**config.mk**
```make
export PLATFORM = sky130hd
export DESIGN_NAME = extmem_arbiter_flat
export DESIGN_NICKNAME = d
export VERILOG_FILES = /design/src/rtl/extmem_arbiter_if.sv /design/src/rtl/extmem_arbiter.sv /design/src/flat_wrapper.sv
export SDC_FILE = /design/constraint.sdc
export NUM_CORES = 1
export LEC_CHECK = 0
export ABC_CLOCK_PERIOD_IN_PS = 3100
export CAP_MARGIN = 20
export CORE_MARGIN = 3
export CORE_UTILIZATION = 42
export DETAILED_ROUTE_END_ITERATION = 7
export GPL_TIMING_DRIVEN = 0
export PLACE_DENSITY = 0.84
export SYNTH_ARGS = -nofsm -noshare
export SYNTH_HDL_FRONTEND = slang
export SYNTH_SLANG_ARGS = --single-unit
```
**constraint.sdc**
```tcl
create_clock -name clk -period 3.1 [get_ports clk]
set_clock_uncertainty 0.1 [all_clocks]
set_input_delay 0.465 -clock clk [delete_from_list [all_inputs] [get_ports clk]]
set_output_delay 0.465 -clock clk [all_outputs]
set_load 0.005 [all_outputs]
```
**src/rtl/extmem_arbiter_if.sv**
```systemverilog
// Requester-side bus of the external-memory arbiter.
// Packed per-requester beat channel plus the shared read-response channel.
// master: a DMA engine / prefetcher side; slave: the arbiter.
interface extmem_arbiter_if #(
  parameter int unsigned N_REQ  = 3,
  parameter int unsigned ADDR_W = 32,
  parameter int unsigned DATA_W = 16
);
  logic [N_REQ-1:0]        req_valid;
  logic [N_REQ-1:0]        req_we;
  logic [N_REQ-1:0]        req_last;
  logic [N_REQ*ADDR_W-1:0] req_addr;
  logic [N_REQ*DATA_W-1:0] req_wdata;
  logic [N_REQ-1:0]        req_ready;
  logic [N_REQ-1:0]        rsp_valid;
  logic [DATA_W-1:0]       rsp_rdata;

  modport master (
    output req_valid, req_we, req_last, req_addr, req_wdata,
    input  req_ready, rsp_valid, rsp_rdata
  );

  modport slave (
    input  req_valid, req_we, req_last, req_addr, req_wdata,
    output req_ready, rsp_valid, rsp_rdata
  );
endinterface

```
**src/rtl/extmem_arbiter.sv**
```systemverilog
// Round-robin arbiter sharing one external-memory port between N_REQ
// burst masters. A grant is held for a whole burst (until req_last);
// read data is steered back by a tag pipe matched to RD_LAT.
// Optional feature macro: EXTMEM_ARB_BURST_LIMIT_EN (force-release a grant
// after MAX_BURST beats and pulse burst_abort).
module extmem_arbiter #(
  parameter int unsigned N_REQ     = 3,
  parameter int unsigned ADDR_W    = 32,
  parameter int unsigned DATA_W    = 16,
  parameter int unsigned RD_LAT    = 1,
  parameter int unsigned MAX_BURST = 256,
  localparam int unsigned OW       = (N_REQ > 1) ? $clog2(N_REQ) : 1
) (
  input  logic              clk,
  input  logic              rst,
  extmem_arbiter_if.slave   bus,
  output logic              mem_we,
  output logic              mem_re,
  output logic [ADDR_W-1:0] mem_wr_addr,
  output logic [ADDR_W-1:0] mem_rd_addr,
  output logic [DATA_W-1:0] mem_wr_data,
  input  logic [DATA_W-1:0] mem_rd_data,
  output logic              busy,
  output logic [OW-1:0]     owner,
  output logic              burst_abort
);

  typedef enum logic {
    IDLE  = 1'b0,
    GRANT = 1'b1
  } state_t;

  state_t            state;
  state_t            state_nxt;
  logic [OW-1:0]     last_owner;
  logic [OW-1:0]     pick;
  logic              pick_hit;
  logic              accept;
  logic              beat_we;
  logic              beat_last;
  logic [ADDR_W-1:0] beat_addr;
  logic [DATA_W-1:0] beat_wdata;
  logic              limit_hit;
  logic              release_grant;

  // Tag pipe: stage 0 is loaded on read acceptance, stage RD_LAT is the head.
  logic [RD_LAT:0]           tag_vld;
  logic [RD_LAT:0][OW-1:0]   tag_own;

  // Round-robin search starting one past the last owner.
  always_comb begin
    int unsigned   idx;
    logic [OW-1:0] cand;
    pick     = '0;
    pick_hit = 1'b0;
    idx      = 0;
    cand     = '0;
    for (int unsigned i = 1; i <= N_REQ; i++) begin
      idx  = (32'(last_owner) + i) % N_REQ;
      cand = OW'(idx);
      if (!pick_hit && bus.req_valid[cand]) begin
        pick     = cand;
        pick_hit = 1'b1;
      end
    end
  end

  // Select the owner's beat fields.
  always_comb begin
    accept     = (state == GRANT) && bus.req_valid[owner];
    beat_we    = bus.req_we[owner];
    beat_last  = bus.req_last[owner];
    beat_addr  = bus.req_addr[32'(owner)*ADDR_W +: ADDR_W];
    beat_wdata = bus.req_wdata[32'(owner)*DATA_W +: DATA_W];
  end

`ifdef EXTMEM_ARB_BURST_LIMIT_EN
  localparam int unsigned CNT_W = $clog2(MAX_BURST) + 1;

  logic [CNT_W-1:0] beat_cnt;

  // The counter holds beats already accepted, so equality with MAX_BURST-1
  // marks the MAX_BURST-th beat as it is being accepted.
  assign limit_hit = accept && !beat_last && (beat_cnt == CNT_W'(MAX_BURST - 1));

  // Count accepted beats within the current grant.
  always_ff @(posedge clk or negedge rst) begin
    if (!rst) begin
      beat_cnt <= '0;
    end else if (state == IDLE) begin
      beat_cnt <= '0;
    end else if (accept) begin
      beat_cnt <= release_grant ? '0 : beat_cnt + 1'b1;
    end
  end

  // One-cycle pulse when a grant is forcibly released.
  always_ff @(posedge clk or negedge rst) begin
    if (!rst) begin
      burst_abort <= 1'b0;
    end else begin
      burst_abort <= limit_hit;
    end
  end
`else
  assign limit_hit   = 1'b0;
  assign burst_abort = 1'b0;
`endif

  assign release_grant = accept && (beat_last || limit_hit);

  // FSM next state and combinational ready for the owner.
  always_comb begin
    state_nxt     = state;
    bus.req_ready = '0;
    case (state)
      IDLE: begin
        if (pick_hit) state_nxt = GRANT;
      end
      GRANT: begin
        bus.req_ready[owner] = 1'b1;
        if (release_grant) state_nxt = IDLE;
      end
      default: state_nxt = IDLE;
    endcase
  end

  // FSM state register.
  always_ff @(posedge clk or negedge rst) begin
    if (!rst) begin
      state <= IDLE;
    end else begin
      state <= state_nxt;
    end
  end

  // Grant bookkeeping: owner, busy and round-robin pointer.
  always_ff @(posedge clk or negedge rst) begin
    if (!rst) begin
      owner      <= '0;
      busy       <= 1'b0;
      last_owner <= OW'(N_REQ - 1);
    end else begin
      if (state == IDLE && pick_hit) begin
        owner <= pick;
        busy  <= 1'b1;
      end
      if (release_grant) begin
        busy       <= 1'b0;
        last_owner <= owner;
      end
    end
  end

  // Registered memory strobes; addresses/data only update on a matching beat.
  always_ff @(posedge clk or negedge rst) begin
    if (!rst) begin
      mem_we      <= 1'b0;
      mem_re      <= 1'b0;
      mem_wr_addr <= '0;
      mem_rd_addr <= '0;
      mem_wr_data <= '0;
    end else begin
      mem_we <= accept && beat_we;
      mem_re <= accept && !beat_we;
      if (accept && beat_we) begin
        mem_wr_addr <= beat_addr;
        mem_wr_data <= beat_wdata;
      end
      if (accept && !beat_we) begin
        mem_rd_addr <= beat_addr;
      end
    end
  end

  // Read tag pipe, independent of the FSM so in-flight reads survive a grant change.
  always_ff @(posedge clk or negedge rst) begin
    if (!rst) begin
      tag_vld <= '0;
      tag_own <= '0;
    end else begin
      tag_vld <= {tag_vld[RD_LAT-1:0], accept && !beat_we};
      tag_own <= {tag_own[RD_LAT-1:0], owner};
    end
  end

  // Steer returning read data to the tagged requester.
  always_comb begin
    bus.rsp_valid = '0;
    bus.rsp_rdata = '0;
    if (tag_vld[RD_LAT]) begin
      bus.rsp_valid[tag_own[RD_LAT]] = 1'b1;
      bus.rsp_rdata                  = mem_rd_data;
    end
  end

endmodule
```
**src/flat_wrapper.sv**
```systemverilog
// flat-port wrapper written by rule: the top's interface ports become plain ports
module extmem_arbiter_flat 
#(
  parameter int unsigned N_REQ     = 3,
  parameter int unsigned ADDR_W    = 32,
  parameter int unsigned DATA_W    = 16,
  parameter int unsigned RD_LAT    = 1,
  parameter int unsigned MAX_BURST = 256,
  localparam int unsigned OW       = (N_REQ > 1) ? $clog2(N_REQ) : 1
)
  (clk, rst, mem_we, mem_re, mem_wr_addr, mem_rd_addr, mem_wr_data, mem_rd_data, busy, owner, burst_abort, bus_req_valid, bus_req_we, bus_req_last, bus_req_addr, bus_req_wdata, bus_req_ready, bus_rsp_valid, bus_rsp_rdata);
  extmem_arbiter_if #(.N_REQ(N_REQ), .ADDR_W(ADDR_W), .DATA_W(DATA_W)) bus_i ();
  input  logic clk;
  input  logic rst;
  output logic mem_we;
  output logic mem_re;
  output logic [ADDR_W-1:0] mem_wr_addr;
  output logic [ADDR_W-1:0] mem_rd_addr;
  output logic [DATA_W-1:0] mem_wr_data;
  input  logic [DATA_W-1:0] mem_rd_data;
  output logic busy;
  output logic [OW-1:0] owner;
  output logic burst_abort;
  input wire logic [$bits(bus_i.req_valid)-1:0] bus_req_valid;
  input wire logic [$bits(bus_i.req_we)-1:0] bus_req_we;
  input wire logic [$bits(bus_i.req_last)-1:0] bus_req_last;
  input wire logic [$bits(bus_i.req_addr)-1:0] bus_req_addr;
  input wire logic [$bits(bus_i.req_wdata)-1:0] bus_req_wdata;
  output wire logic [$bits(bus_i.req_ready)-1:0] bus_req_ready;
  output wire logic [$bits(bus_i.rsp_valid)-1:0] bus_rsp_valid;
  output wire logic [$bits(bus_i.rsp_rdata)-1:0] bus_rsp_rdata;
  assign bus_i.req_valid = bus_req_valid;
  assign bus_i.req_we = bus_req_we;
  assign bus_i.req_last = bus_req_last;
  assign bus_i.req_addr = bus_req_addr;
  assign bus_i.req_wdata = bus_req_wdata;
  assign bus_req_ready = bus_i.req_ready;
  assign bus_rsp_valid = bus_i.rsp_valid;
  assign bus_rsp_rdata = bus_i.rsp_rdata;
  extmem_arbiter #(.N_REQ(N_REQ), .ADDR_W(ADDR_W), .DATA_W(DATA_W), .RD_LAT(RD_LAT), .MAX_BURST(MAX_BURST)) u_core (.clk(clk), .rst(rst), .bus(bus_i), .mem_we(mem_we), .mem_re(mem_re), .mem_wr_addr(mem_wr_addr), .mem_rd_addr(mem_rd_addr), .mem_wr_data(mem_wr_data), .mem_rd_data(mem_rd_data), .busy(busy), .owner(owner), .burst_abort(burst_abort));
endmodule
```
==> Word-level counts from Yosys, hierarchy flattened <==
Cells that the tools add are included.
{ "word_totals": {"register_bits": 94, "latchBits": 0, "ram_bits": 0, "mem_bits_ro": 0, "inputBits": 171, "output_inout_bits": 108, "wordCells": 71, "memories": 0} }
{ "op_classes": {"n_addsub": 3, "multipliers": 0, "n_div": 3, "order_cmp": 7, "n_eq_ne": 0, "shifts": 2, "muxes": 30, "n_bitwise": 1, "reduce_logical": 13} }
{ "op_table": {"columns": ["operator", "n"], "rows": [
  ["32-bit by 2-bit modulo with 32-bit output (second input constant)", 3],
  ["96-bit by 8-bit variable part select with 32-bit output", 1],
  ["48-bit by 7-bit variable part select with 16-bit output", 1],
  ["16-bit two-way mux", 1],
  ["2-bit by 3-bit < comparator with 1-bit output (second input constant)", 5],
  ["1-bit two-way mux", 15],
  ["1-bit binary-select mux with 2-bit select", 6],
  ["1-bit logical AND", 9],
  ["2-bit by 2-bit adder with 3-bit output (second input constant)", 2],
  ["2-bit two-way mux", 3],
  ["3-bit two-way mux", 2],
  ["1-bit demux with 2-bit select", 2],
  ["2-bit by 1-bit greater-or-equal comparator with 1-bit output (second input constant)", 2],
  ["2-bit by 1-bit adder with 3-bit output (second input constant)", 1],
  ["1-bit logical NOT", 3],
  ["1-bit case mux with 2 select lines", 1],
  ["2-bit nonzero test", 1],
  ["1-bit inverter", 1]
]} }

==> Depth between registers and ports, before layout <==
{ "logic_depth": {"ltp_word": 14, "ltp_mapped": 9, "depth_no_buf": 7} }

==> Least setup slack after synthesis <==
OpenSTA, ideal clock, no wires.
{ "synth_timing": {"kind": "reg-to-reg", "startpoint": "register u_core.last_owner[1]", "endpoint": "register u_core.owner[0]", "setup_time_ns": 0.126, "arrival_time_ns": 1.812, "slack_ns": 1.062, "path_stages_with_launch": 8, "path_buffers": 1, "synth_period_minus_slack_ns": 2.038, "cell_sequence": "dfstp_2 -> inv_1 -> ha_1 -> buf_2 -> a221o_1 -> o21ai_0 -> a21oi_1 -> o32a_1"} }
{ "synth_via": {"elab_chain_cells": 12, "word_cells_on_any_way": 23} }
{ "synth_lines": {"columns": ["item", "line", "text"], "rows": [
  ["from (decl)", "extmem_arbiter.sv:35", "logic [OW-1:0] last_owner;"],
  ["from (signal assigned)", "extmem_arbiter.sv:142", "last_owner <= OW'(N_REQ - 1);"],
  ["from (signal assigned)", "extmem_arbiter.sv:150", "last_owner <= owner;"],
  ["2-bit by 1-bit adder with 3-bit output", "extmem_arbiter.sv:59", "idx = (32'(last_owner) + i) % N_REQ;"],
  ["32-bit by 2-bit modulo with 32-bit output", "extmem_arbiter.sv:59", null],
  ["1-bit binary-select mux with 2-bit select", "extmem_arbiter.sv:61", "if (!pick_hit && bus.req_valid[cand]) begin"],
  ["1-bit two-way mux (implied by the code)", "extmem_arbiter.sv:61", null],
  ["1-bit two-way mux", "extmem_arbiter.sv:61", null],
  ["1-bit logical NOT", "extmem_arbiter.sv:61", null],
  ["1-bit logical AND", "extmem_arbiter.sv:61", null],
  ["1-bit two-way mux", "extmem_arbiter.sv:61", null],
  ["1-bit logical NOT", "extmem_arbiter.sv:61", null],
  ["1-bit logical AND", "extmem_arbiter.sv:61", null],
  ["1-bit two-way mux", "extmem_arbiter.sv:61", null],
  ["1-bit logical AND", "extmem_arbiter.sv:144", "if (state == IDLE && pick_hit) begin"],
  ["to (signal assigned)", "extmem_arbiter.sv:145", "owner <= pick;"],
  ["to (decl)", "extmem_arbiter.sv:24", "output logic [OW-1:0] owner,"]
]} }
Several ways; a longest one is shown, not always the timed one. The select of a mux whose other input is x is not followed.
A chain may end at the register's enable or synchronous reset.

==> Worst setup path after layout <==
{ "layout_timing": {"startpoint": "register u_core.owner[0]", "endpoint": "output bus_req_ready[2]"} }
{ "layout_via": {"elab_chain_cells": 5, "word_cells_on_any_way": 6} }
{ "layout_lines": {"columns": ["item", "line", "text"], "rows": [
  ["2-bit by 3-bit < comparator with 1-bit output (implied by the code) or 2-bit by 1-bit greater-or-equal comparator with 1-bit output (tied branches)", "extmem_arbiter.sv:121", "bus.req_ready[owner] = 1'b1;"],
  ["1-bit logical AND (implied by the code)", "extmem_arbiter.sv:121", null],
  ["1-bit two-way mux (implied by the code)", "extmem_arbiter.sv:121", null],
  ["1-bit demux with 2-bit select (*)", null, null],
  ["3-bit two-way mux (*)", "extmem_arbiter.sv:116", "case (state)"],
  ["to (decl)", "flat_wrapper.sv:29", "output wire logic [$bits(bus_i.req_ready)-1:0] bus_req_ready;"]
]} }
Mark *: on every way between the ends. The rest lies on a longest branch, timed or not.

==> results by group <==
Cells and area
  – FILL cells: ~800
  – Design area: 8180 um2
  – Area used by multi-input combinational logic: 2330 um2
  – Layout Nets: 901
  – Layout area overhead: 67.3%
  – Register area: approximately 2300 um2
  – Antenna cells: 0
  – Fraction of layout cells with a size suffix above 1: 14.2%
  – Finished Core Util: 73.5%

Clock tree
  – Clk Latency, worst-skew pair: 0.33 ns
  – CTS tree: built
  – Hold-fix buffers at CTS: 0
  – Worst-path clk slew: 0.07 ns
  – TritonCTS Sinks: 93
  – H-tree levels: 3
  – Setup bufs post-CTS: 0
  – Resized Gates After CTS: 0
  – CTS root buffer: clkbuf_16
  – Clock buffer depth: 2
  – CTS buffer count: 9

Yosys
  – Largest cells by area after synthesis: dfrtp_1 (47%), mux2i_1 (11%), mux2_4 (8.9%)
  – Netlist cell types: 38
  – Most used DFF post-synth: dfrtp_1
  – Syn Nets: 613
  – Synthesized flop and latch total: 93
  – Post-synth EDFFs: 0
  – Syn_area_per_cell: 11.1 um2
  – Post-synth top cells: dfrtp_1 (92), mux2i_1 (53), nand2_1 (53), o21ai_0 (51), mux2_2 (35)
  – Yosys top cell area share: 47.1%
  – Seq/Total Area, Yosys: 47.6%
  – Post-synthesis instance area: roughly 4900 um2
  – Most common cell in the netlist: dfrtp_1
  – Ys Warns: 0
  – Yosys top cell by area: dfrtp_1
  – Fraction of registers with async set/reset: 100%
  – Post-Synthesis Cells: ~440

GRT
  – Vias in the first global route: 4,763
  – Initial antenna violation count: 0
  – Largest net degree at the start of global routing: 57
  – First-pass GRT wire length: 24,400 um
  – GRT Residual Overflow: 0
  – GRT Overall Usage: about a quarter

Die
  – Top Ports: 279
  – Die area: ~13,000 um2
  – Placement Rows: 38
  – Die span in y: 114 um
  – CORE AREA: 11,100 um2
  – Die Wd: 114 um
  – Starting Density: 43.9%

Worst setup path
  – WP data required: 2.53 ns
  – CP startpoint kind: flip-flop
  – Crit-path max FO: 15
  – WS Path Type: flip-flop to primary output
  – CP Capture Type: primary output
  – Reg2Reg Depth: 6
  – WP data arrival: roughly 2.3 ns
  – Worst R2R Setup Slack: between 0.7 and 0.8 ns

Power and ir drop
  – Internal power: between 4 and 5 mW
  – Maximum vdd ir drop: 482 uV
  – Combinational power share: 56.9%
  – Clk network pwr share: 15.6%
  – Static leakage: 3.65 nW
  – Flop pwr share: between 20 and 30%
  – Switching Share: 34.5%
  – Psw: 2.61 mW
  – Pwr dens: between 900 and 1000 nW/um2

Routing
  – # DRC: 0
  – Vias per inst: 5.11
  – Via count: about 4,500
  – Initial DRC Count: 215
  – DR WL/cell: 18.1 um
  – DR pass1 iterations: 4
  – Detailed Route WL: about 16,000 um
  – ANT nets after route: 0

Flow run
  – Max_cap viols: 0

Placed design
  – Gp weighted congestion: 0.770
  – Final HPWL DP: 12,800 um
  – Buffers on Ports: 277
  – Area after DPL: 7860 um2

Timing
  – Setup TNS: 0 ns
  – Fin Hold WS: ~0.0038 ns
  – Slew margin rel.: 54.1%
  – Final cycle utilization of the critical path: 93.5%
  – Endpoints failing hold: 0
  – RSZ-0062 raised after global routing: no
  – Slew Limit Fails: 0
  – Worst slew pin tran: 0.688 ns
  – Min Tclk post-route: a little under 3 ns
  – Fmax: 0.345 GHz
  – # setup viols final: 0

Outcome
  – Outcome: finished, final reports clean

Worst hold path
  – Worst hold path type: primary input to asynchronous set/reset pin
-- routing by layer --
| metal | wire [um] | global-route usage (%) | up-vias |
|---|---|---|---|
| met5 | 0 | 0 | - |
| met4 | 341 | 7.21 | 0 |
| met3 | 1540 | 6.95 | 20 |
| met2 | 8330 | 46.1 | 203 |
| met1 | 5590 | 25.1 | 2143 |
| li1 | - | - | 2092 |
-- through the flow --
step	total power, mW	instances	worst slack, ns
3_3_place_gp	6.31	856	-1.80
5_1_grt	8.04	872	0.0497
2_1_floorplan	4.39	439	1.06
3_5_place_dp	6.45	857	0.227
4_1_cts	7.65	872	0.143
6_report	7.57	872	0.203
-- registers in the layout, summed over array words and instances (netlist names) --
name and cells:
u_core.busy 1, u_core.last_owner 2, u_core.mem_rd_addr 32, u_core.mem_we 1, u_core.mem_wr_addr 32, u_core.mem_wr_data 16
u_core.owner 2, u_core.state 1, u_core.tag_own 4, u_core.tag_vld 2
-- critical path, stage by stage (launching register included) --
cell and delay [ns]:
dfrtp_1 0.41, buf_6 0.17, nor2b_1 0.10, buf_2 0.34, buf_2 0.32, and2_1 0.16
clkdlybuf4s50_1 0.50
-- cell families (layout without fill, tap and decap cells) --
logic type	after synthesis	after routing	share of synthesized area (%)
AOI/OAI and AO/OA	85	85	9.80
adders and majority gates	3	3	0.768
buffers and inverters	40	333	4.66
DFF	93	93	47.6
muxes	117	117	27.8
other	1	1	0.0767
and+or+nand+nor	100	100	9.24
-- power by group through the flow --
stage / Combinational, mW / Sequential, mW / Clock [mW]
floorplan: 2.29 / 2.10 / 0
detailed placement: 4.35 / 2.10 / 0
CTS: 4.36 / 2.09 / 1.20
global placement: 4.24 / 2.07 / 0
global route: 4.65 / 2.15 / 1.25
finish: 4.31 / 2.09 / 1.18
-- path summary, 6_finish.rpt --
path | from | end
max in group asynchronous | rst | u_core.mem_wr_addr[17]$_DFFE_PN0P_
min reg2reg | u_core.tag_own[0]$_DFF_PN0_ | u_core.tag_own[2]$_DFF_PN0_
min | rst | u_core.mem_wr_addr[6]$_DFFE_PN0P_
max | u_core.owner[0]$_DFFE_PN0P_ | bus_req_ready[2]
max reg2reg | u_core.owner[1]$_DFFE_PN0P_ | u_core.mem_wr_addr[1]$_DFFE_PN0P_
min in group clk | u_core.tag_own[0]$_DFF_PN0_ | u_core.tag_own[2]$_DFF_PN0_
-- final cells by class --
class,count,area share [%]
timing repair buffer,278,34.2
multi-input combinational,306,28.5
sequential,93,28.5
clock buffer,10,2.80
buffer,32,2.42
tap,140,2.14
clock inverter,6,1.15
inverter,7,0.321
-- layout by cell type (no fill, tap or decap), drive strengths merged, types with 2 or more instances in the layout --
master,count
clkdlybuf4s50,276
dfrtp,92
mux2,64
mux2i,53
nand2,53
o21ai,51
buf,23
clkbuf,21
nor2,20
a21oi,18
and2,18
inv,9
nor3b,3
o21a,3
ha,3
and3b,2
a31oi,2
bufinv,2
o2bb2ai,2
clkinv,2
(Power assumes the default switching activity.)
